File: config.mk
export PLATFORM = sky130hd
export DESIGN_NAME = imem_loader
export DESIGN_NICKNAME = d
export VERILOG_FILES = /design/src/rtl/imem_loader_pkg.sv /design/src/rtl/imem_loader_byte_packer.sv /design/src/rtl/imem_loader.sv
export SDC_FILE = /design/constraint.sdc
export NUM_CORES = 1
export LEC_CHECK = 0
export BUFFER_PORTS_ARGS = -buffer_cell sky130_fd_sc_hd__clkbuf_2
export CAP_MARGIN = 10
export CORE_UTILIZATION = 55
export CTS_BUF_LIST = sky130_fd_sc_hd__clkbuf_8 sky130_fd_sc_hd__clkbuf_16
export DETAILED_ROUTE_END_ITERATION = 12
export PLACE_DENSITY = 0.81
export REMOVE_ABC_BUFFERS = 1
export SLEW_MARGIN = 10
export SYNTH_ARGS = -nofsm -noshare
export SYNTH_HDL_FRONTEND = slang
export SYNTH_SLANG_ARGS = --single-unit
File: constraint.sdc
create_clock -name clk -period 3.1 [get_ports clk]
set_input_delay 0.31 -clock clk [delete_from_list [all_inputs] [get_ports clk]]
set_output_delay 0.31 -clock clk [all_outputs]
set_load 0.01 [all_outputs]
File: src/rtl/imem_loader_pkg.sv
// Shared types and constants for the boot-time instruction-memory loader.
// Included by the loader top and its byte packer.
package imem_loader_pkg;

  typedef enum logic [2:0] {
    LEN_LO,
    LEN_HI,
    DATA,
    CHECK,
    DONE,
    ERROR
  } state_t;

  localparam int         BYTE_W     = 8;
  localparam int         WORD_BYTES = 4;
  localparam logic [7:0] CHK_INIT   = 8'h00;

endpackage

File: src/rtl/imem_loader_byte_packer.sv
// Assembles little-endian bytes into 32-bit words.
// It emits word_out with a one-cycle word_valid after the fourth byte.
module byte_packer
  import imem_loader_pkg::*;
(
  input  logic                         clk,
  input  logic                         reset,
  input  logic                         clear,
  input  logic                         byte_valid,
  input  logic [BYTE_W-1:0]            byte_in,
  output logic [1:0]                   byte_idx,
  output logic                         word_valid,
  output logic [BYTE_W*WORD_BYTES-1:0] word_out
);

  localparam int ACC_W  = BYTE_W * (WORD_BYTES - 1);
  localparam int WORD_W = BYTE_W * WORD_BYTES;

  logic [1:0]        idx_q, idx_d;
  logic [ACC_W-1:0]  acc_q, acc_d;
  logic              vld_q, vld_d;
  logic [WORD_W-1:0] word_q, word_d;

  always_comb begin
    idx_d  = idx_q;
    acc_d  = acc_q;
    vld_d  = 1'b0;
    word_d = word_q;
    // clear restarts byte alignment; the last emitted word stays visible.
    if (!clear) begin
      idx_d = '0;
      acc_d = '0;
    end else if (byte_valid) begin
      idx_d = idx_q + 2'd1;
      case (idx_q)
        2'd0:    acc_d[7:0]   = byte_in;
        2'd1:    acc_d[15:8]  = byte_in;
        2'd2:    acc_d[23:16] = byte_in;
        default: begin
          vld_d  = 1'b1;
          word_d = {byte_in, acc_q};
        end
      endcase
    end
  end

  always_ff @(posedge clk) begin
    if (!reset) begin
      idx_q  <= '0;
      acc_q  <= '0;
      vld_q  <= 1'b0;
      word_q <= '0;
    end else begin
      idx_q  <= idx_d;
      acc_q  <= acc_d;
      vld_q  <= vld_d;
      word_q <= word_d;
    end
  end

  assign byte_idx   = idx_q;
  assign word_valid = vld_q;
  assign word_out   = word_q;

endmodule

File: src/rtl/imem_loader.sv
// Frame parser: 2-byte length, program words, XOR checksum.
// It writes words to instruction memory and releases core_hold when the checksum matches.
// in_valid/in_ready: a byte moves only on a clock edge where both are 1.
// in_byte must be stable while in_valid is 1.
module imem_loader
  import imem_loader_pkg::*;
#(
  parameter int DEPTH  = 1024,
  parameter int ADDR_W = $clog2(DEPTH),
  parameter int CNT_W  = ADDR_W + 1
) (
  input  logic              clk,
  input  logic              reset,
  input  logic              in_valid,
  input  logic [7:0]        in_byte,
  output logic              in_ready,
  output logic              wr_en,
  output logic [ADDR_W-1:0] wr_addr,
  output logic [31:0]       wr_data,
  output logic              core_hold,
  output logic              done,
  output logic              error,
  output logic [CNT_W-1:0]  words_loaded
);

  localparam logic [15:0] DEPTH_LEN = 16'(DEPTH);

  state_t            state_q, state_d;
  logic [7:0]        len_lo_q, len_lo_d;
  logic [CNT_W-1:0]  len_q, len_d;
  logic [CNT_W-1:0]  cnt_q, cnt_d;
  logic [7:0]        chk_q, chk_d;
  logic [ADDR_W-1:0] addr_q, addr_d;
  logic              in_ready_q, in_ready_d;
  logic              core_hold_q, core_hold_d;
  logic              done_q, done_d;
  logic              error_q, error_d;

  logic              xfer;
  logic [15:0]       len_full;
  logic [1:0]        pk_idx;
  logic              pk_valid;
  logic [31:0]       pk_word;

  assign xfer     = in_valid && in_ready_q;
  assign len_full = {in_byte, len_lo_q};

  // The packer is held cleared outside DATA, so every frame starts word-aligned.
  byte_packer u_packer (
    .clk        (clk),
    .reset      (reset),
    .clear      (state_q == DATA),
    .byte_valid (xfer && (state_q == DATA)),
    .byte_in    (in_byte),
    .byte_idx   (pk_idx),
    .word_valid (pk_valid),
    .word_out   (pk_word)
  );

  always_comb begin
    state_d  = state_q;
    len_lo_d = len_lo_q;
    len_d    = len_q;
    cnt_d    = cnt_q;
    chk_d    = chk_q;
    addr_d   = addr_q;
    case (state_q)
      LEN_LO: if (xfer) begin
        len_lo_d = in_byte;
        state_d  = LEN_HI;
      end
      LEN_HI: if (xfer) begin
        if (len_full == '0 || len_full > DEPTH_LEN) begin
          state_d = ERROR;
        end else begin
          len_d   = len_full[CNT_W-1:0];
          state_d = DATA;
        end
      end
      DATA: if (xfer) begin
        chk_d = chk_q ^ in_byte;
        // The address is captured alongside the packer's word so both land in the same cycle.
        if (pk_idx == 2'd3) begin
          addr_d = cnt_q[ADDR_W-1:0];
          cnt_d  = cnt_q + 1'b1;
          if (cnt_q + 1'b1 == len_q) state_d = CHECK;
        end
      end
      CHECK: if (xfer) begin
        state_d = (in_byte == chk_q) ? DONE : ERROR;
      end
      default: ;
    endcase
    in_ready_d  = (state_d != DONE) && (state_d != ERROR);
    done_d      = (state_d == DONE);
    error_d     = (state_d == ERROR);
    core_hold_d = (state_d != DONE);
  end

  always_ff @(posedge clk) begin
    if (!reset) begin
      state_q     <= LEN_LO;
      len_lo_q    <= '0;
      len_q       <= '0;
      cnt_q       <= '0;
      chk_q       <= CHK_INIT;
      addr_q      <= '0;
      in_ready_q  <= 1'b1;
      core_hold_q <= 1'b1;
      done_q      <= 1'b0;
      error_q     <= 1'b0;
    end else begin
      state_q     <= state_d;
      len_lo_q    <= len_lo_d;
      len_q       <= len_d;
      cnt_q       <= cnt_d;
      chk_q       <= chk_d;
      addr_q      <= addr_d;
      in_ready_q  <= in_ready_d;
      core_hold_q <= core_hold_d;
      done_q      <= done_d;
      error_q     <= error_d;
    end
  end

  assign in_ready     = in_ready_q;
  assign wr_en        = pk_valid;
  assign wr_addr      = addr_q;
  assign wr_data      = pk_word;
  assign core_hold    = core_hold_q;
  assign done         = done_q;
  assign error        = error_q;
  assign words_loaded = cnt_q;

endmodule

==> metrics.md, run 1 <==
| Metric | Value |
|---|---|
| WL final | `10,690 µm` |
| Synth area leader | `dfxtp_1` |
| Top-area cell type share of the netlist area | `46.60%` |
| Crit share post-route | `72.83%` |
| Post-synth top flop | `dfxtp_1` |
| Hold Fails Final Rpt | `0` |
| Fin nets | `625` |
| Area Growth Syn to Fin | `17.35%` |
| Non-filler instance count after layout | `729` |
| Reg-to-Reg Start | `state_q[1]$_SDFF_PN0_` |
| Layout cells sized above 1 | `17.71%` |
| Row count | `34` |
| Routability cong. | `0.8738` |
| Setup violations, final | `0` |
| Resize count post-CTS | `0` |
| Total of max-cap violations | `0` |
| CP startpoint | `state_q[1]$_SDFF_PN0_` |
| CP required | `3.52 ns` |
| Synth unique cells | `41` |
| Final Cell Area | `5747 µm²` |
| Initial antenna violation count | `0` |
| ANT nets after route | `0` |
| H-tree Lvls | `4` |
| Sequential-to-total area share from yosys stat | `46.60%` |
| Die area | `9285 µm²` |
| Async SR Flop Fraction | `0%` |
| DRC | `1` |
| Placed cell count | `697` |
| Grt total ovfl | `0` |
| Worst hold stages | `4` |
| Syn. warnings | `0` |
| Final Skew | `0.007906 ns` |
| Antenna diode count | `0` |
| Root Buffer | `clkbuf_8` |
| CTS clk-pin slew, worst paths | `0.06 ns` |
| Die width | `96.36 µm` |
| Hold Buf Count CTS | `0` |
| DR vias | `4,008` |
| Via density | `5.498` |
| First-pass GRT wire length | `17,050 µm` |
| Wire per inst | `14.67 µm` |
| End of the worst register-to-register path | `done$_SDFF_PN0_` |
| CP endpoint | `done$_SDFF_PN0_` |
| Mapped Cells | `560` |
| Worst Hold Class | `input port to flop` |
| Number of synthesized flops with an enable pin | `0` |
| Pwr/cell area | `605.0 nW/µm²` |
| Crit-path slowest cell | `and3_1` |
| Number of global-route vias before repair | `3,676` |
| Failing checks | `DRC` |
| DR iter-0 viols | `197` |
| Top Ports | `69` |
| CTS max path bufs | `2` |
| Kind of critical path | `flop to flop` |
| Lkg Pwr | `0.002214 µW` |
| Cell Area, Synth | `4897 µm²` |
| CTS Buf Count | `17` |
| Tmin final | `2.258 ns` |
| Crit path cell chain | `nor3b_2, and3_1, o2111ai_1, nor4_1, a21oi_1, and2_1` |
| Core ar. | `8678 µm²` |
| RSZ-0062 raised after global routing | `false` |
| Worst slew pin tran | `0.8917 ns` |
| CP Max Fanout | `16` |
| Seq cells post-synth | `114` |
| I/O Buffers | `68` |
| R2R cell count | `6` |
| Max incr delay on CP | `0.62 ns` |
| Largest cells by area after synthesis | `dfxtp_1 47%, nand2_1 11%, a21boi_0 6.7%, nor2b_1 4.0%, mux2i_1 3.9%` |
| CP startpoint kind | `flop` |
| Slew Viols, Final | `0` |
| Largest net degree at the start of global routing | `86` |
| Worst slew margin | `40.41%` |
| Fmax | `0.4429 GHz` |
| Clock sink count | `114` |
| Setup TNS | `0 ns` |
| Finished Core Util | `66.22%` |
| DR pass1 iterations | `9` |
| Die Y | `96.36 µm` |
| Peak supply drop | `0.3769 mV` |
| CTS tree | `built` |
| Outcome | `complete, but fails checks` |
| Initial core utilization | `56.43%` |
| Global Route Usage Sum | `24.38%` |
| Total power | `3477 µW` |
| WP data arrival | `2.68 ns` |
| Placed instance area | `5170 µm²` |
| Dpl hpwl | `6741 µm` |
| Synth Area per Inst | `8.745 µm²` |
| R2r setup slk | `0.84 ns` |
| Critical Path End Type | `flop` |
| Skew-Pair Late Insertion Delay | `0.53 ns` |
| Postcts setup bufs | `0` |
[report_power, final]
part | total, µW | internal [µW] | switching (µW)
Combinational | 123 | 49.8 | 73.2
Clock | 1860 | 1150 | 711
Sequential | 1500 | 1480 | 15.4
[metal layers]
metal  routed length [µm]  share of wire, %  vias to the layer above  GRT usage, %
met5                    0                 0                        -             0
met4                  230               2.2                        0         10.91
met3                  708               6.6                       29         7.662
met2                 5254                49                      132         38.71
met1                 4499                42                     1903         30.27
li1                     -                 -                     1944             -
[sequential cells by signal, summed over array words and instances, names as in the netlist]
| register | count |
|---|---|
| chk_q | 8 |
| core_hold | 1 |
| done | 1 |
| error | 1 |
| in_ready | 1 |
| len_lo_q | 8 |
| len_q | 11 |
| state_q | 3 |
| u_packer.acc_q | 24 |
| u_packer.byte_idx | 2 |
| u_packer.word_out | 32 |
| u_packer.word_valid | 1 |
| words_loaded | 11 |
| wr_addr | 10 |
[per-stage QoR]
stage	hold slack, ns	worst slack [ns]
finish	0.1432	0.8422
global route	0.1815	0.6643
CTS	0.1359	0.8926
detailed placement	0.4470	0.8641
global placement	0.4463	0.9948
floorplan	0.4317	0.5472
[layout make-up]
cell class / count / area [µm²]
clock buffer: 17 / 414.1
tap: 108 / 135.1
sequential: 114 / 2282
clock inverter: 15 / 162.7
inverter: 5 / 18.77
timing repair buffer: 72 / 370.4
fill: 671 / 2932
multi-input combinational: 398 / 2364
[synthesized netlist by cell type (2+ instances only)]
master,number
nand3_1,27
mux2i_1,19
nand4_1,7
buf_2,11
and2_1,15
nand3_2,2
and3_1,2
o22ai_1,2
o21ai_0,3
xnor2_1,21
clkbuf_1,24
dfxtp_1,114
o41ai_1,2
inv_1,5
nand2_1,137
a21boi_0,44
clkbuf_8,3
nor3_1,5
nor3b_1,2
buf_6,3
xor2_1,19
a21oi_1,25
nor2b_1,31
nor4_1,4
nor2_1,12
ha_1,6
[worst min-delay path by stage]
| stage | to | start | slack, ns |
|---|---|---|---|
| 6_report | u_packer.byte_idx[1]$_SDFFE_PN0P_ | in_valid | 0.14 |
| 5_1_grt | u_packer.acc_q[21]$_SDFFE_PN0P_ | in_byte[5] | 0.18 |
| 4_1_cts | u_packer.byte_idx[1]$_SDFFE_PN0P_ | in_valid | 0.14 |
| 3_5_place_dp | u_packer.acc_q[7]$_SDFFE_PN0P_ | u_packer.acc_q[7]$_SDFFE_PN0P_ | 0.45 |
| 3_3_place_gp | u_packer.acc_q[21]$_SDFFE_PN0P_ | u_packer.acc_q[21]$_SDFFE_PN0P_ | 0.45 |
| 2_1_floorplan | state_q[2]$_SDFF_PN0_ | reset | 0.43 |
[critical path: cells and delay by family (launching register included)]
family / cells / cell delay, ns
AO/OA/AOI/OAI: 2 / 0.40
AND/OR/NAND/NOR: 4 / 1.36
flip-flops: 1 / 0.40
[kinds of logic after synthesis]
| logic type | after synthesis | synth area share (%) |
|---|---|---|
| AO/OA/AOI/OAI | 84 | 11.73 |
| XOR/XNOR | 40 | 7.154 |
| adder cells (fa/ha/maj) | 6 | 1.533 |
| buffers and inverters | 48 | 5.135 |
| flip-flops | 114 | 46.60 |
| multiplexers | 20 | 4.164 |
| AND/OR/NAND/NOR | 248 | 23.68 |
[placed cells by master, fill, tap and decap left out, drive strengths merged, types with 7 or more instances in the layout]
cell type / instances
nand2: 137
dfxtp: 114
clkbuf: 85
a21boi: 44
nor2b: 31
nand3: 29
a21oi: 25
xnor2: 21
mux2i: 20
xor2: 19
and2: 15
nor2: 12
nand4: 7
No activity file was read; power rests on OpenSTA's default activity.
==> run 2, diff against run 1 <==
--- a/config.mk
+++ b/config.mk
@@ -5,12 +5,13 @@
 export SDC_FILE = /design/constraint.sdc
 export NUM_CORES = 1
 export LEC_CHECK = 0
+export ABC_AREA = 1
 export BUFFER_PORTS_ARGS = -buffer_cell sky130_fd_sc_hd__clkbuf_2
 export CAP_MARGIN = 10
-export CORE_UTILIZATION = 55
+export CORE_UTILIZATION = 51
 export CTS_BUF_LIST = sky130_fd_sc_hd__clkbuf_8 sky130_fd_sc_hd__clkbuf_16
 export DETAILED_ROUTE_END_ITERATION = 12
-export PLACE_DENSITY = 0.81
+export PLACE_DENSITY = 0.79
 export REMOVE_ABC_BUFFERS = 1
 export SLEW_MARGIN = 10
 export SYNTH_ARGS = -nofsm -noshare
==> constraint.sdc (replaced) <==
create_clock -name clk -period 2 [get_ports clk]
set_input_delay 0.2 -clock clk [delete_from_list [all_inputs] [get_ports clk]]
set_output_delay 0.2 -clock clk [all_outputs]
set_load 0.01 [all_outputs]
==> run 2 against run 1 <==
The flow now finishes without violations; register-to-register slack got worse by 0.65 ns; final area decreased by 1.0%; wire length increased by 3.9%; setup slack got worse by 0.65 ns; largest cell class is now sequential cells; largest power group unchanged.
==> metrics.md, run 2 <==
| Metric | Value |
|---|---|
| Commonest non-fill, non-tap cell in the layout | `dfxtp_1 (was nand2_1)` |
| Root Buffer | `clkbuf_8 (unchanged)` |
| Worst slew pin tran | `0.4269 ns (was 0.8917 ns)` |
| Peak supply drop | `0.5719 mV (was 0.3769 mV)` |
| Largest net degree at the start of global routing | `44 (was 86)` |
| Kind of critical path | `flop to flop (unchanged)` |
| Sequential-to-total area share from yosys stat | `49.22% (was 46.60%)` |
| Final Skew | `0.007216 ns (was 0.007906 ns)` |
| CTS tree | `built (unchanged)` |
| Grt total ovfl | `0 (unchanged)` |
| Finished Core Util | `64.92% (was 66.22%)` |
| Number of synthesized flops with an enable pin | `0 (unchanged)` |
| Fin nets | `703 (was 625)` |
| WHS | `0.01741 ns (was 0.1432 ns)` |
| Core ar. | `8763 µm² (was 8678 µm²)` |
| Setup ws final | `0.1968 ns (was 0.8422 ns)` |
| Pwr/cell area | `950.4 nW/µm² (was 605.0 nW/µm²)` |
| Top sig layer | `met4 (unchanged)` |
| Fmax | `0.5546 GHz (was 0.4429 GHz)` |
| Die area | `9477 µm² (was 9285 µm²)` |
| Largest cells by area after synthesis | `dfxtp_1 49%, a21oi_1 11%, nand2_1 9.0%, o21ai_0 7.3%, nand3_1 5.8% (was dfxtp_1 47%, nand2_1 11%, a21boi_0 6.7%, nor2b_1 4.0%, mux2i_1 3.9%)` |
| ANT nets after route | `0 (unchanged)` |
| Tmin final | `1.803 ns (was 2.258 ns)` |
| Hold Fails Final Rpt | `0 (unchanged)` |
| Initial core utilization | `52.91% (was 56.43%)` |
| Global Route Usage Sum | `24.97% (was 24.38%)` |
| Metal1 wirelength | `4747 µm (was 4499 µm)` |
| Most frequent cell after synthesis | `dfxtp_1 (was nand2_1)` |
| Met3 WL | `598 µm (was 708 µm)` |
| Mapped Cells | `614 (was 560)` |
| Post-synth top flop | `dfxtp_1 (unchanged)` |
| Lkg Pwr | `0.002421 µW (was 0.002214 µW)` |
| CP required | `2.41 ns (was 3.52 ns)` |
| Synth Area per Inst | `7.552 µm² (was 8.745 µm²)` |
| Dpl hpwl | `7384 µm (was 6741 µm)` |
| Routed wl met2 | `5501 µm (was 5254 µm)` |
| Clock sink count | `114 (unchanged)` |
| CP Max Fanout | `6 (was 16)` |
| Number of global-route vias before repair | `4,143 (was 3,676)` |
| Routability cong. | `0.8900 (was 0.8738)` |
| Worst slew margin | `71.51% (was 40.41%)` |
| Final Cell Area | `5689 µm² (was 5747 µm²)` |
| Syn. warnings | `0 (unchanged)` |
| Most frequent cells in the layout | `112 x dfxtp_1, 111 x nand2_1, 99 x a21oi_1 (was 137 x nand2_1, 114 x dfxtp_1, 68 x clkbuf_2)` |
| Total of max-cap violations | `0 (unchanged)` |
| Top Ports | `69 (unchanged)` |
| DR pass1 iterations | `8 (was 9)` |
| Critical Path End Type | `flop (unchanged)` |
| DP Worst Slack | `0.2166 ns (was 0.8641 ns)` |
| DR vias | `4,329 (was 4,008)` |
| H-tree Lvls | `4 (unchanged)` |
| CTS clk-pin slew, worst paths | `0.06 ns (about the same)` |
| Seq cells post-synth | `114 (unchanged)` |
| I/O Buffers | `68 (unchanged)` |
| Initial antenna violation count | `0 (unchanged)` |
| Number of flip-flops in the largest register | `32 (unchanged)` |
| Via density | `5.364 (was 5.498)` |
| Most common library cells after synthesis | `114 x dfxtp_1, 111 x nand2_1, 99 x a21oi_1 (was 137 x nand2_1, 114 x dfxtp_1, 44 x a21boi_0)` |
| DR iter-0 viols | `289 (was 197)` |
| Placed instance area | `5082 µm² (was 5170 µm²)` |
| DRC | `0 (was 1)` |
| WP data arrival | `2.21 ns (was 2.68 ns)` |
| Antenna diode count | `0 (unchanged)` |
| Row count | `34 (unchanged)` |
| Fill cells | `733 (was 671)` |
| Layout cells sized above 1 | `18.60% (was 17.71%)` |
| Die width | `97.35 µm (was 96.36 µm)` |
| CTS Buf Count | `17 (unchanged)` |
| First-pass GRT wire length | `19,150 µm (was 17,050 µm)` |
| CP startpoint kind | `flop (unchanged)` |
| Slew Viols, Final | `0 (unchanged)` |
| CTS max path bufs | `2 (unchanged)` |
| Worst Hold Class | `input port to flop (unchanged)` |
| WL final | `11,110 µm (was 10,690 µm)` |
| Outcome | `finished clean (was complete, but fails checks)` |
| Skew-Pair Late Insertion Delay | `0.52 ns (was 0.53 ns)` |
| Cell Area, Synth | `4637 µm² (was 4897 µm²)` |
| Area Growth Syn to Fin | `22.69% (was 17.35%)` |
| Wire per inst | `13.76 µm (was 14.67 µm)` |
| Setup violations, final | `0 (unchanged)` |
| Async SR Flop Fraction | `0% (unchanged)` |
| Synth unique cells | `26 (was 41)` |
| Crit share post-route | `90.16% (was 72.83%)` |
| Die Y | `97.35 µm (was 96.36 µm)` |
| Top-area cell type share of the netlist area | `49.22% (was 46.60%)` |
| Synth area leader | `dfxtp_1 (unchanged)` |
[run 2: kinds of logic after synthesis]
family                   share of synthesized area, %
buffers and inverters                           7.528
AND/OR/NAND/NOR                                 20.75
AO/OA/AOI/OAI                                   18.62
XOR/XNOR                                        2.267
flip-flops                                      49.22
adder cells (fa/ha/maj)                         1.619
[run 2: where the power goes]
part,leakage (µW),internal (µW),switching [µW]
Clock,0.000264,1730,1110
Combinational,0.00124,77.3,153
Sequential,0.000921,2310,26.8
[run 2: layer usage]
layer	up-vias	GRT usage, %
met2	150	41.77
met3	25	6.763
met5	-	0
li1	2181	-
met4	0	10.52
met1	1973	30.27
[run 2: critical path: stages (launching register included)]
cell and delay [ns]:
dfxtp_2 0.37, ha_1 0.17, nand2_1 0.12, nor2_4 0.21
buf_4 0.16, xnor2_1 0.14, nand2_1 0.08, nand3_1 0.09
nor2_1 0.05, nand3_1 0.10, nand2_2 0.06, nand2_2 0.07
nand2_1 0.05
[run 2: worst paths after layout]
check	slack, ns	to	cells after the start	start
worst max-delay path	0.20	core_hold$_SDFF_PN1_	12	words_loaded[0]$_SDFFE_PN0P_
worst min-delay path	0.02	u_packer.word_out[24]$_SDFFE_PN0P_	3	in_byte[0]
worst max register to register	0.20	core_hold$_SDFF_PN1_	12	words_loaded[0]$_SDFFE_PN0P_
worst min register to register	0.46	u_packer.word_out[31]$_SDFFE_PN0P_	2	u_packer.word_out[31]$_SDFFE_PN0P_
[run 2: timing repair]
item,4_1_cts,5_1_grt
buffers inserted,0,1
hold buffers,3,0
setup endpoints to repair,0,4
hold endpoints to repair,3,0
gates resized for setup,0,2
[run 2: cell type report]
| type | count | area, µm² | area share [%] |
|---|---|---|---|
| Sequential cell | 114 | 2285 | 40.16 |
| Multi-Input combinational cell | 411 | 2006 | 35.25 |
| Timing Repair Buffer | 87 | 490.5 | 8.621 |
| Clock buffer | 19 | 441.7 | 7.763 |
| Inverter | 55 | 206.4 | 3.629 |
| Tap cell | 108 | 135.1 | 2.375 |
| Clock inverter | 13 | 125.1 | 2.199 |
[run 2: metrics by stage]
step,power (µW),std cells,setup TNS (ns)
finish,5407,807,0
global route,5572,807,-0.01571
CTS,5441,806,0
floorplan,2509,580,-5.194
global placement,2595,771,0
detailed placement,2603,771,0
==> run 3, diff against run 2 <==
--- a/config.mk
+++ b/config.mk
@@ -8,10 +8,11 @@
 export ABC_AREA = 1
 export BUFFER_PORTS_ARGS = -buffer_cell sky130_fd_sc_hd__clkbuf_2
 export CAP_MARGIN = 10
-export CORE_UTILIZATION = 51
+export CORE_ASPECT_RATIO = 1.1
+export CORE_UTILIZATION = 55
 export CTS_BUF_LIST = sky130_fd_sc_hd__clkbuf_8 sky130_fd_sc_hd__clkbuf_16
 export DETAILED_ROUTE_END_ITERATION = 12
-export PLACE_DENSITY = 0.79
+export PLACE_DENSITY = 0.81
 export REMOVE_ABC_BUFFERS = 1
 export SLEW_MARGIN = 10
 export SYNTH_ARGS = -nofsm -noshare
==> constraint.sdc (replaced) <==
create_clock -name clk -period 1.9 [get_ports clk]
set_input_delay 0.19 -clock clk [delete_from_list [all_inputs] [get_ports clk]]
set_output_delay 0.19 -clock clk [all_outputs]
set_load 0.01 [all_outputs]
==> run 3 against run 2 <==
Flip-flop and latch count did not move; final area rose by 2.3%; sequential power rose by 5%; clock-buffer cell count fell by 2; critical endpoint is now error$_SDFF_PN0_; largest cell class unchanged.
==> metrics.md, run 3 (synthesized netlist as in run 2, its figures left out) <==
| Metric | Value |
|---|---|
| Setup violations, final | `0 (unchanged)` |
| Total power | `5819 µW (was 5407 µW)` |
| End of the worst register-to-register path | `error$_SDFF_PN0_ (was core_hold$_SDFF_PN1_)` |
| R2r setup slk | `0.11 ns (was 0.20 ns)` |
| Slew Viols, Final | `0 (unchanged)` |
| Fin nets | `709 (was 703)` |
| H-tree Lvls | `4 (unchanged)` |
| Fmax | `0.5601 GHz (was 0.5546 GHz)` |
| WP data arrival | `2.24 ns (was 2.21 ns)` |
| CTS tree | `built (unchanged)` |
| CTS max path bufs | `2 (unchanged)` |
| DR iter-0 viols | `263 (was 289)` |
| Number of global-route vias before repair | `4,138 (was 4,143)` |
| DR vias | `4,402 (was 4,329)` |
| Antenna diode count | `0 (unchanged)` |
| Most frequent cells in the layout | `111 x dfxtp_1, 108 x nand2_1, 99 x a21oi_1 (was 112 x dfxtp_1, 111 x nand2_1, 99 x a21oi_1)` |
| Initial core utilization | `57.67% (was 52.91%)` |
| Final Cell Area | `5821 µm² (was 5689 µm²)` |
| Worst Hold Class | `input port to flop (unchanged)` |
| Final Skew | `0.007931 ns (was 0.007216 ns)` |
| Critical Path End Type | `flop (unchanged)` |
| Total of max-cap violations | `0 (unchanged)` |
| First-pass GRT wire length | `18,620 µm (was 19,150 µm)` |
| Via density | `5.415 (was 5.364)` |
| Area Growth Syn to Fin | `25.53% (was 22.69%)` |
| Row count | `34 (unchanged)` |
| ANT nets after route | `0 (unchanged)` |
| Core ar. | `8040 µm² (was 8763 µm²)` |
| Kind of critical path | `flop to flop (unchanged)` |
| Hold Fails Final Rpt | `0 (unchanged)` |
| CP required | `2.36 ns (was 2.41 ns)` |
| CTS clk-pin slew, worst paths | `0.06 ns (about the same)` |
| Peak supply drop | `0.6583 mV (was 0.5719 mV)` |
| Worst slew pin tran | `0.3779 ns (was 0.4269 ns)` |
| Placed cell count | `774 (was 771)` |
| Fill cells | `600 (was 733)` |
| Die width | `89.55 µm (was 97.35 µm)` |
| WL final | `11,390 µm (was 11,110 µm)` |
| Dpl hpwl | `7351 µm (was 7384 µm)` |
| Lkg Pwr | `0.002460 µW (was 0.002421 µW)` |
| I/O Buffers | `68 (unchanged)` |
| Global Route Usage Sum | `27.46% (was 24.97%)` |
| Clock sink count | `114 (unchanged)` |
| Placed instance area | `5105 µm² (was 5082 µm²)` |
| Outcome | `finished clean (unchanged)` |
| Non-filler instance count after layout | `813 (was 807)` |
| Pwr/cell area | `999.8 nW/µm² (was 950.4 nW/µm²)` |
| Root Buffer | `clkbuf_8 (unchanged)` |
| Top Ports | `69 (unchanged)` |
| CP startpoint | `words_loaded[1]$_SDFFE_PN0P_ (was words_loaded[0]$_SDFFE_PN0P_)` |
| Tmin final | `1.785 ns (was 1.803 ns)` |
| CP Max Fanout | `7 (was 6)` |
| Reg-to-Reg Start | `words_loaded[1]$_SDFFE_PN0P_ (was words_loaded[0]$_SDFFE_PN0P_)` |
| Routability cong. | `0.8410 (was 0.8900)` |
| DRC | `0 (unchanged)` |
| Grt total ovfl | `0 (unchanged)` |
| CTS Buf Count | `17 (unchanged)` |
| DR pass1 iterations | `5 (was 8)` |
| Largest net degree at the start of global routing | `44 (unchanged)` |
| Wire per inst | `14.01 µm (was 13.76 µm)` |
| CP endpoint | `error$_SDFF_PN0_ (was core_hold$_SDFF_PN1_)` |
| Initial antenna violation count | `0 (unchanged)` |
| Number of flip-flops in the largest register | `32 (unchanged)` |
| Commonest non-fill, non-tap cell in the layout | `dfxtp_1 (unchanged)` |
| Die Y | `98.30 µm (was 97.35 µm)` |
| R2R cell count | `13 (was 12)` |
| CP startpoint kind | `flop (unchanged)` |
| Worst slew margin | `74.78% (was 71.51%)` |
| Skew-Pair Late Insertion Delay | `0.52 ns (about the same)` |
| Finished Core Util | `72.39% (was 64.92%)` |
| Layout cells sized above 1 | `20.71% (was 18.60%)` |
| Die area | `8802 µm² (was 9477 µm²)` |
| Crit share post-route | `93.97% (was 90.16%)` |
run 3: worst max-delay path: stages (launching register included):
cell and delay, ns:
dfxtp_4 0.38, ha_4 0.15, nand2_4 0.07, nor2_4 0.29
nand3_2 0.12, nand2_2 0.10, nand2_1 0.06, nand2_1 0.06
nand2_1 0.05, nor2_1 0.09, nand3_1 0.10, nand2_2 0.10
nand2_2 0.06, nor2_1 0.09
run 3: cell type report:
class	count	area (µm²)	area share, %
tap	108	135.1	2.322
clock inverter	15	172.7	2.966
clock buffer	17	414.1	7.115
multi-input combinational	411	2053	35.28
timing repair buffer	93	540.5	9.286
sequential	114	2291	39.36
inverter	55	214.0	3.676
run 3: what timing repair did:
action | CTS | global route
buffers inserted | 0 | 2
hold buffers | 4 | 1
gates resized for setup | 0 | 18
endpoints found under the hold margin | 4 | 1
setup endpoints to repair | 0 | 7
run 3: report_power, final:
group / total [µW] / switching (µW) / internal [µW]
combinational: 250 / 166 / 83.2
clock: 3120 / 1210 / 1900
sequential: 2450 / 27.3 / 2430
total: 5820 / 1410 / 4410
run 3: worst min-delay path by stage:
| stage | from | end | depth (start not counted) |
|---|---|---|---|
| global placement | u_packer.word_out[26]$_SDFFE_PN0P_ | u_packer.word_out[26]$_SDFFE_PN0P_ | 2 |
| finish | in_byte[7] | u_packer.acc_q[15]$_SDFFE_PN0P_ | 3 |
| detailed placement | u_packer.word_out[16]$_SDFFE_PN0P_ | u_packer.word_out[16]$_SDFFE_PN0P_ | 2 |
| global route | in_byte[7] | u_packer.acc_q[15]$_SDFFE_PN0P_ | 3 |
| CTS | in_byte[0] | u_packer.word_out[24]$_SDFFE_PN0P_ | 3 |
| floorplan | in_byte[7] | len_lo_q[7]$_SDFFE_PN0P_ | 2 |
run 3: metal layers:
layer  share of wire [%]  vias up  track usage, %  wire, µm
met5                   0        -               0         0
met4                 3.5        0           17.95       400
met3                 5.6       37           7.185       640
met2                  48      158           43.01      5498
met1                  43     2028           32.62      4847
li1                    -     2179               -         -
run 3: through the flow:
step / hold slack, ns / setup WS [ns] / setup TNS, ns
final: 0.03840 / 0.1146 / 0
after global routing: 0.01999 / -0.02624 / -0.04082
after CTS: 0.002926 / 0.07176 / 0
after detailed placement: 0.4530 / 0.1007 / 0
after global placement: 0.4487 / 0.2309 / 0
after floorplan: 0.3249 / -0.2609 / -8.512
